File: src/rtl/iq_stream_serializer.sv
// iq_stream_serializer: snapshot of N_CH I/Q pairs -> word stream I0,Q0,I1,Q1,...
// Optional trailing XOR checksum word: define IQ_STREAM_CHECKSUM_EN.
module iq_stream_serializer #(
  parameter int DW   = 21,
  parameter int N_CH = 4
) (
  input  logic               sample_clk,
  input  logic               sample_rst_n,
  input  logic               strobe_in,
  input  logic [N_CH*DW-1:0] i_in,
  input  logic [N_CH*DW-1:0] q_in,
  input  logic               clear_ovf,
  output logic [DW-1:0]      stream_out,
  output logic               strobe_out,
  output logic               first_out,
  output logic               last_out,
  output logic               busy,
  output logic               overrun
);

  localparam int NW = 2 * N_CH;
`ifdef IQ_STREAM_CHECKSUM_EN
  localparam int LEN = NW + 1;
`else
  localparam int LEN = NW;
`endif
  localparam int CW = $clog2(NW + 1);
  localparam logic [CW-1:0] LAST = CW'(LEN - 1);

  typedef enum logic {IDLE, SEND} state_e;
  typedef logic [NW-1:0][DW-1:0] frame_t;

  state_e        state_q, state_d;
  logic [CW-1:0] cnt_q, cnt_d;
  frame_t        act_q, act_d;
  frame_t        pend_q, pend_d;
  logic          pvld_q, pvld_d;
  logic [DW-1:0] data_q, data_d;
  logic          stb_q, stb_d;
  logic          first_q, first_d;
  logic          last_q, last_d;
  logic          ovf_q, ovf_d;

  frame_t        frm_in;
  logic [CW-1:0] nxt;
  logic [DW-1:0] nxt_word;

  // Interleave the packed channel buses into transmit order.
  always_comb begin
    frm_in = '0;
    for (int k = 0; k < N_CH; k++) begin
      frm_in[2*k]   = i_in[k*DW +: DW];
      frm_in[2*k+1] = q_in[k*DW +: DW];
    end
  end

`ifdef IQ_STREAM_CHECKSUM_EN
  logic [DW-1:0] chk;

  // XOR of all data words of the frame in flight.
  always_comb begin
    chk = '0;
    for (int k = 0; k < NW; k++) begin
      chk = chk ^ act_q[k];
    end
  end
`endif

  assign nxt = cnt_q + CW'(1);

  // Select the word that follows the one now on the output.
  always_comb begin
    nxt_word = '0;
    for (int k = 0; k < NW; k++) begin
      if (nxt == CW'(k)) nxt_word = act_q[k];
    end
`ifdef IQ_STREAM_CHECKSUM_EN
    if (nxt == CW'(NW)) nxt_word = chk;
`endif
  end

  // Next-state: frame start, word stepping, pending slot and overrun.
  always_comb begin
    state_d = state_q;
    cnt_d   = cnt_q;
    act_d   = act_q;
    pend_d  = pend_q;
    pvld_d  = pvld_q;
    data_d  = data_q;
    stb_d   = 1'b0;
    first_d = 1'b0;
    last_d  = 1'b0;
    ovf_d   = clear_ovf ? 1'b0 : ovf_q;

    unique case (state_q)
      IDLE: begin
        if (strobe_in) begin
          act_d   = frm_in;
          cnt_d   = '0;
          state_d = SEND;
          data_d  = frm_in[0];
          stb_d   = 1'b1;
          first_d = 1'b1;
        end
      end
      SEND: begin
        if (cnt_q == LAST) begin
          if (pvld_q) begin
            act_d   = pend_q;
            cnt_d   = '0;
            data_d  = pend_q[0];
            stb_d   = 1'b1;
            first_d = 1'b1;
            if (strobe_in) pend_d = frm_in;
            else           pvld_d = 1'b0;
          end else if (strobe_in) begin
            act_d   = frm_in;
            cnt_d   = '0;
            data_d  = frm_in[0];
            stb_d   = 1'b1;
            first_d = 1'b1;
          end else begin
            state_d = IDLE;
          end
        end else begin
          cnt_d  = nxt;
          data_d = nxt_word;
          stb_d  = 1'b1;
          last_d = (nxt == LAST);
          if (strobe_in) begin
            if (!pvld_q) begin
              pend_d = frm_in;
              pvld_d = 1'b1;
            end else begin
              ovf_d = 1'b1;
            end
          end
        end
      end
      default: state_d = IDLE;
    endcase
  end

  // State and registered-output update.
  always_ff @(posedge sample_clk or negedge sample_rst_n) begin
    if (!sample_rst_n) begin
      state_q <= IDLE;
      cnt_q   <= '0;
      act_q   <= '0;
      pend_q  <= '0;
      pvld_q  <= 1'b0;
      data_q  <= '0;
      stb_q   <= 1'b0;
      first_q <= 1'b0;
      last_q  <= 1'b0;
      ovf_q   <= 1'b0;
    end else begin
      state_q <= state_d;
      cnt_q   <= cnt_d;
      act_q   <= act_d;
      pend_q  <= pend_d;
      pvld_q  <= pvld_d;
      data_q  <= data_d;
      stb_q   <= stb_d;
      first_q <= first_d;
      last_q  <= last_d;
      ovf_q   <= ovf_d;
    end
  end

  assign stream_out = data_q;
  assign strobe_out = stb_q;
  assign first_out  = first_q;
  assign last_out   = last_q;
  assign busy       = (state_q == SEND) | pvld_q;
  assign overrun    = ovf_q;

endmodule
File: config.mk
export PLATFORM = sky130hd
export DESIGN_NAME = iq_stream_serializer
export DESIGN_NICKNAME = d
export VERILOG_FILES = /design/src/rtl/iq_stream_serializer.sv
export SDC_FILE = /design/constraint.sdc
export NUM_CORES = 1
export LEC_CHECK = 0
export ABC_AREA = 1
export ABC_CLOCK_PERIOD_IN_PS = 2300
export BUFFER_PORTS_ARGS = -buffer_cell sky130_fd_sc_hd__clkbuf_2
export CAP_MARGIN = 15
export CORE_UTILIZATION = 50
export DETAILED_ROUTE_END_ITERATION = 6
export GPL_TIMING_DRIVEN = 1
export HOLD_SLACK_MARGIN = 0.12
export PLACE_DENSITY_LB_ADDON = 0.15
export SLEW_MARGIN = 25
export SYNTH_ARGS = -nofsm -noshare
export SYNTH_HDL_FRONTEND = slang
export SYNTH_SLANG_ARGS = --single-unit
File: constraint.sdc
create_clock -name sample_clk -period 2.3 [get_ports sample_clk]
set_input_delay 0 -clock sample_clk [delete_from_list [all_inputs] [get_ports sample_clk]]
set_output_delay 0 -clock sample_clk [all_outputs]
set_load 0.01 [all_outputs]
-- After elaboration in Yosys (flattened, before gate mapping)
Cells that the tools add are included.
- bits of input ports: 172
- word-level logic and storage cells: 83
- flip-flop bits (word level): 366
- output and inout port bits: 26
- reductions and logical operators: 4
- equal/unequal tests: 12
- multiplexer cells: 41
- bitwise logic cells: 2
- add/sub/neg operators: 1
- operators with widths (operator ; number):
    2-to-1 mux 168 bit ; 8
    case mux 168 bit (2 select lines) ; 1
    2-to-1 mux 21 bit ; 11
    case mux 21 bit (2 select lines) ; 1
    equality test 4 x 3 -> 1 bit (second input constant) ; 5
    2-to-1 mux 1 bit ; 14
    2-to-1 mux 4 bit ; 3
    equality test 4 x 2 -> 1 bit (second input constant) ; 2
    case mux 4 bit (2 select lines) ; 1
    AND reduction 5 bit ; 1
    adder 4 x 1 -> 4 bit (second input constant) ; 1
    equality test 4 x 1 -> 1 bit (second input constant) ; 1
    zero test 4 bit ; 1
    != test 2 x 1 -> 1 bit (second input constant) ; 2
    != test 2 bit (second input constant) ; 2
    case mux 1 bit (2 select lines) ; 2
    AND reduction 2 bit ; 1
    nonzero test 2 bit ; 1
    inverter 1 bit ; 1
    bitwise OR 1 bit ; 1

-- Longest topological paths before layout
- word-level depth: 12
- depth in mapped cells: 14
- mapped depth without buffers: 13

-- Worst setup path before layout
Ideal clock, no wire load.
- path kind: reg2reg
- start point: reg cnt_q[0]
- end point: reg pend_q[31] (netlist name)
- setup time: 0.128 ns
- data arrival time: 1.876 ns
- data required time: 2.172 ns
- clock period less this slack: 2.004 ns
- buffers on the path: 2
- setup slack: 0.296 ns
- cell stages (with the launch flop): 11
- path through: dfrtp_1 > ha_1 > nand3_1 > inv_2 > nor2_4 > nor2_4 > inv_2 > o211ai_4 > buf_6 > buf_8 > mux2_1
- longest elaborated chain between the ends: 3
- elaborated cells between the ends (all ways): 6
- those cells by class: eq/ne (3); mux (1); reduce/logical (2)
- RTL lines (what ; RTL line ; text):
    start, declared ; 34 ; logic [CW-1:0] cnt_q, cnt_d;
    start signal, assigned ; 159 ; cnt_q <= cnt_d;
    equality test 4 x 3 -> 1 bit * ; 107 ; if (cnt_q == LAST) begin
    != test 2 x 1 -> 1 bit (no source line), or another cell as far along ; - ;
    AND reduction 5 bit (no source line) ; - ;
    end signal, assigned ; 161 ; pend_q <= pend_d;
    end, declared ; 36 ; frame_t pend_q, pend_d;
Mark *: on every way between the ends. The rest lies on a longest branch, timed or not.
A chain may end at the register's enable or synchronous reset.

-- Final worst setup path
- start point: reg cnt_q[0]
- end point: reg pend_q[153] (netlist name)
Same word-level chain as after synthesis.

==> metrics.md <==
| Metric | Value |
|---|---|
| Clk root buf | `clkbuf_16` |
| Worst-path clk slew | `60 ps` |
| Layout Skew | `approximately 21 ps` |
| Crit path max fanout | `30` |
| Most frequent cells in the layout | `410 x nand2_1, 365 x dfrtp_1, 249 x o21ai_0` |
| Tmin final | `approximately 2200 ps` |
| Die span in x | `between 150 and 200 um` |
| DRT antenna net count | `0` |
| Rel. slew slack | `0.427` |
| Hold Crit Class | `in2reg` |
| Final nets | `around 2,500` |
| Outcome | `finished with violations` |
| Sequential Area | `9160 um2` |
| Largest net degree at the start of global routing | `between 150 and 200` |
| Gpl congestion | `0.959` |
| RSZ-0062 raised after global routing | `yes` |
| Filler Cell Count | `slightly below 3,000` |
| Hold Violations, Final | `0` |
| FF-to-FF Start | `cnt_q[0]` |
| Input/output buffers | `about 200` |
| Tot GR Track Use | `0.321` |
| Initial Utilization | `0.510` |
| Worst Path Arrival | `approximately 2600 ps` |
| Site Rows | `69` |
| DR pass1 iterations | `7` |
| GRT overflow | `0` |
| Power Total | `around 0.033 W` |
| Tightest Pin Transition | `860 ps` |
| Largest cells by area after synthesis | `dfrtp_1 50%, nand2_1 8.5%, o21ai_0 6.9%, mux2_4 5.2%, mux2_2 5.0%` |
| Worst Hold Launch | `clear_ovf` |
| Worst skew pair latency | `between 500 and 600 ps` |
| Setup crit start kind | `register` |
| Largest delay share family, worst path | `buffers and inverters` |
| Slew Limit Fails | `0` |
| CP Cell Sequence | `ha_2 -> nand3_1 -> inv_4 -> nor2_4 -> nor2_4 -> inv_2 -> o211ai_4 -> buf_12 -> buf_12 -> mux2_2` |
| Max_cap viols | `0` |
| Min Hold Slack | `around 200 ps` |
| CTS buffer count | `between 40 and 50` |
| # DRC | `17` |
| Fmax | `~450 MHz` |
| CTS tree | `built` |
| Max stage delay cell, worst path | `mux2_2` |
| Commonest non-fill, non-tap cell in the layout | `nand2_1` |
| Register area share after synthesis | `0.502` |
| DP Worst Slack | `70.1 ps` |
| Crit-path max cell delay | `~370 ps` |
| Failing checks | `design-rule violations` |
| Synth area leader | `dfrtp_1` |
| Layout cells sized above 1 | `0.214` |
| Net count after synthesis | `roughly 2,200` |
| Peak VDD IR | `707 uV` |
| Post-Syn Area | `roughly 18,000 um2` |
| Core Area | `roughly 36,000 um2` |
| Mapped Cells | `2,018` |
| Required @ worst endpoint | `roughly 2700 ps` |
| Starting DRT DRC Count | `a little under 2,000` |
| Average size of a mapped cell | `roughly 9 um2` |
| Full die area | `approximately 37,000 um2` |
| Total Wirelength | `about 60 mm` |
| Syn. warnings | `0` |
| Clk buf depth | `3` |
| TritonCTS sink count | `about 370` |
| First-pass GRT wire length | `91.8 mm` |
| Critical Path Sink Type | `register` |
| Vias/cell | `~5.8` |
| Area grow syn2layout | `27.2%` |
| Critical Path Source | `cnt_q[0]` |
| Die H | `193 um` |
| Vias in the first global route | `15,800` |
| IO Pins | `198` |
| # diodes | `0` |
| Multi-input logic area | `between 7000 and 8000 um2` |
| WP buf/inv | `4` |
| Wire per inst | `21.1 um` |
| Post-synth cell types | `29` |
| Setup ws final | `between 90 and 100 ps` |
| Tcrit/Tclk final | `0.959` |
| Number of setup violations in the final report | `0` |
| PwrDens | `about 1400 nW/um2` |
| P_leak | `10.9 nW` |
| Final setup TNS | `0 ps` |
| Via count | `16,500` |
| Initial antenna violation count | `0` |
| Crit path kind | `reg2reg` |
| DPL Wire Length | `roughly 38 mm` |
| Synth top area share | `0.502` |
| Flops & latches, synth | `between 300 and 400` |
| H-Tree Depth | `2` |
==> state kept, by name (all words and copies together), names as in the netlist <==
register and count:
last_out 1, pend_q 168, first_out 1, act_q 168
overrun 1, strobe_out 1, cnt_q 4, pvld_q 1
stream_out 21
==> stage by stage <==
| stage | utilization | instances | instance area, um2 |
|---|---|---|---|
| 2_1_floorplan | - | 2018 | 18200 |
| 4_1_cts | 0.646 | 2821 | 23100 |
| 6_report | 0.649 | 2825 | 23200 |
| 3_3_place_gp | 0.557 | 2576 | 19900 |
| 5_1_grt | 0.649 | 2825 | 23200 |
| 3_5_place_dp | 0.557 | 2576 | 19900 |
==> logic make-up (layout without fill, tap and decap cells) <==
family | count (synthesis) | after routing | share of synthesized area
XOR/XNOR | 1 | 1 | 0.000892
adder cells (fa/ha/maj) | 5 | 5 | 0.00343
multiplexers | 156 | 156 | 0.109
buffers and inverters | 334 | 680 | 0.0782
AO/OA/AOI/OAI | 466 | 466 | 0.151
flip-flops | 366 | 366 | 0.502
AND/OR/NAND/NOR | 690 | 690 | 0.156
==> worst paths after layout <==
path / end / slack [ps] / cells after the start
max reg2reg: pend_q[153] / 90 / 10
min reg2reg: pend_q[31] / 500 / 1
min in group asynchronous: pend_q[28] / 570 / 3
min: overrun / 200 / 3
max: pend_q[153] / 90 / 10
max in group asynchronous: pend_q[91] / 880 / 4
==> per-layer routing <==
metal  wire length, um  track usage  share of wire
met5                 0            0              0
met4              1830        0.102          0.031
met3              4470       0.0521          0.075
met2             27400        0.496           0.46
met1             25800        0.463           0.43
==> Yosys cell counts <==
master	instances
xnor2_2	1
o32ai_1	1
o22ai_1	2
buf_1	12
mux2_4	63
mux2_1	12
nor2_4	2
buf_8	7
nor2_1	165
a31oi_1	109
mux2_2	81
inv_1	169
dfrtp_1	366
buf_4	2
a32oi_1	38
a21oi_1	25
o21ai_0	250
nand2_2	1
o211ai_1	30
o211ai_4	1
clkbuf_1	86
nand2_1	412
ha_1	5
buf_2	51
nand3_1	33
buf_6	3
a21oi_2	10
inv_2	4
nand4_1	77
==> power breakdown <==
| part | switching [W] | internal, W |
|---|---|---|
| sequential | 0.00215 | 0.00976 |
| combinational | 0.00825 | 0.00569 |
| clock | 0.00277 | 0.00433 |
==> worst reg2reg max path, stage by stage, from the launching register on <==
cell and delay (ps):
dfrtp_1 360, ha_2 250, nand3_1 170, inv_4 150
nor2_4 50, nor2_4 100, inv_2 60, o211ai_4 110
buf_12 220, buf_12 230, mux2_2 390
==> cell type report <==
| type | count | share of cell area |
|---|---|---|
| clock buffers | 51 | 0.0493 |
| multi-input cells | 1318 | 0.332 |
| flip-flops and latches | 366 | 0.395 |
| clock inverters | 22 | 0.0136 |
| well taps | 461 | 0.0249 |
| repair buffers | 434 | 0.157 |
| inverters | 173 | 0.0285 |
==> repair_timing <==
action                                  4_1_cts  5_1_grt
endpoints found under the hold margin       729        0
hold buffers                                172        0
gates resized for setup                       0       11
endpoints found under the setup margin        0      218
setup buffers                                 0        1
Power figures use the tool's default switching activity.
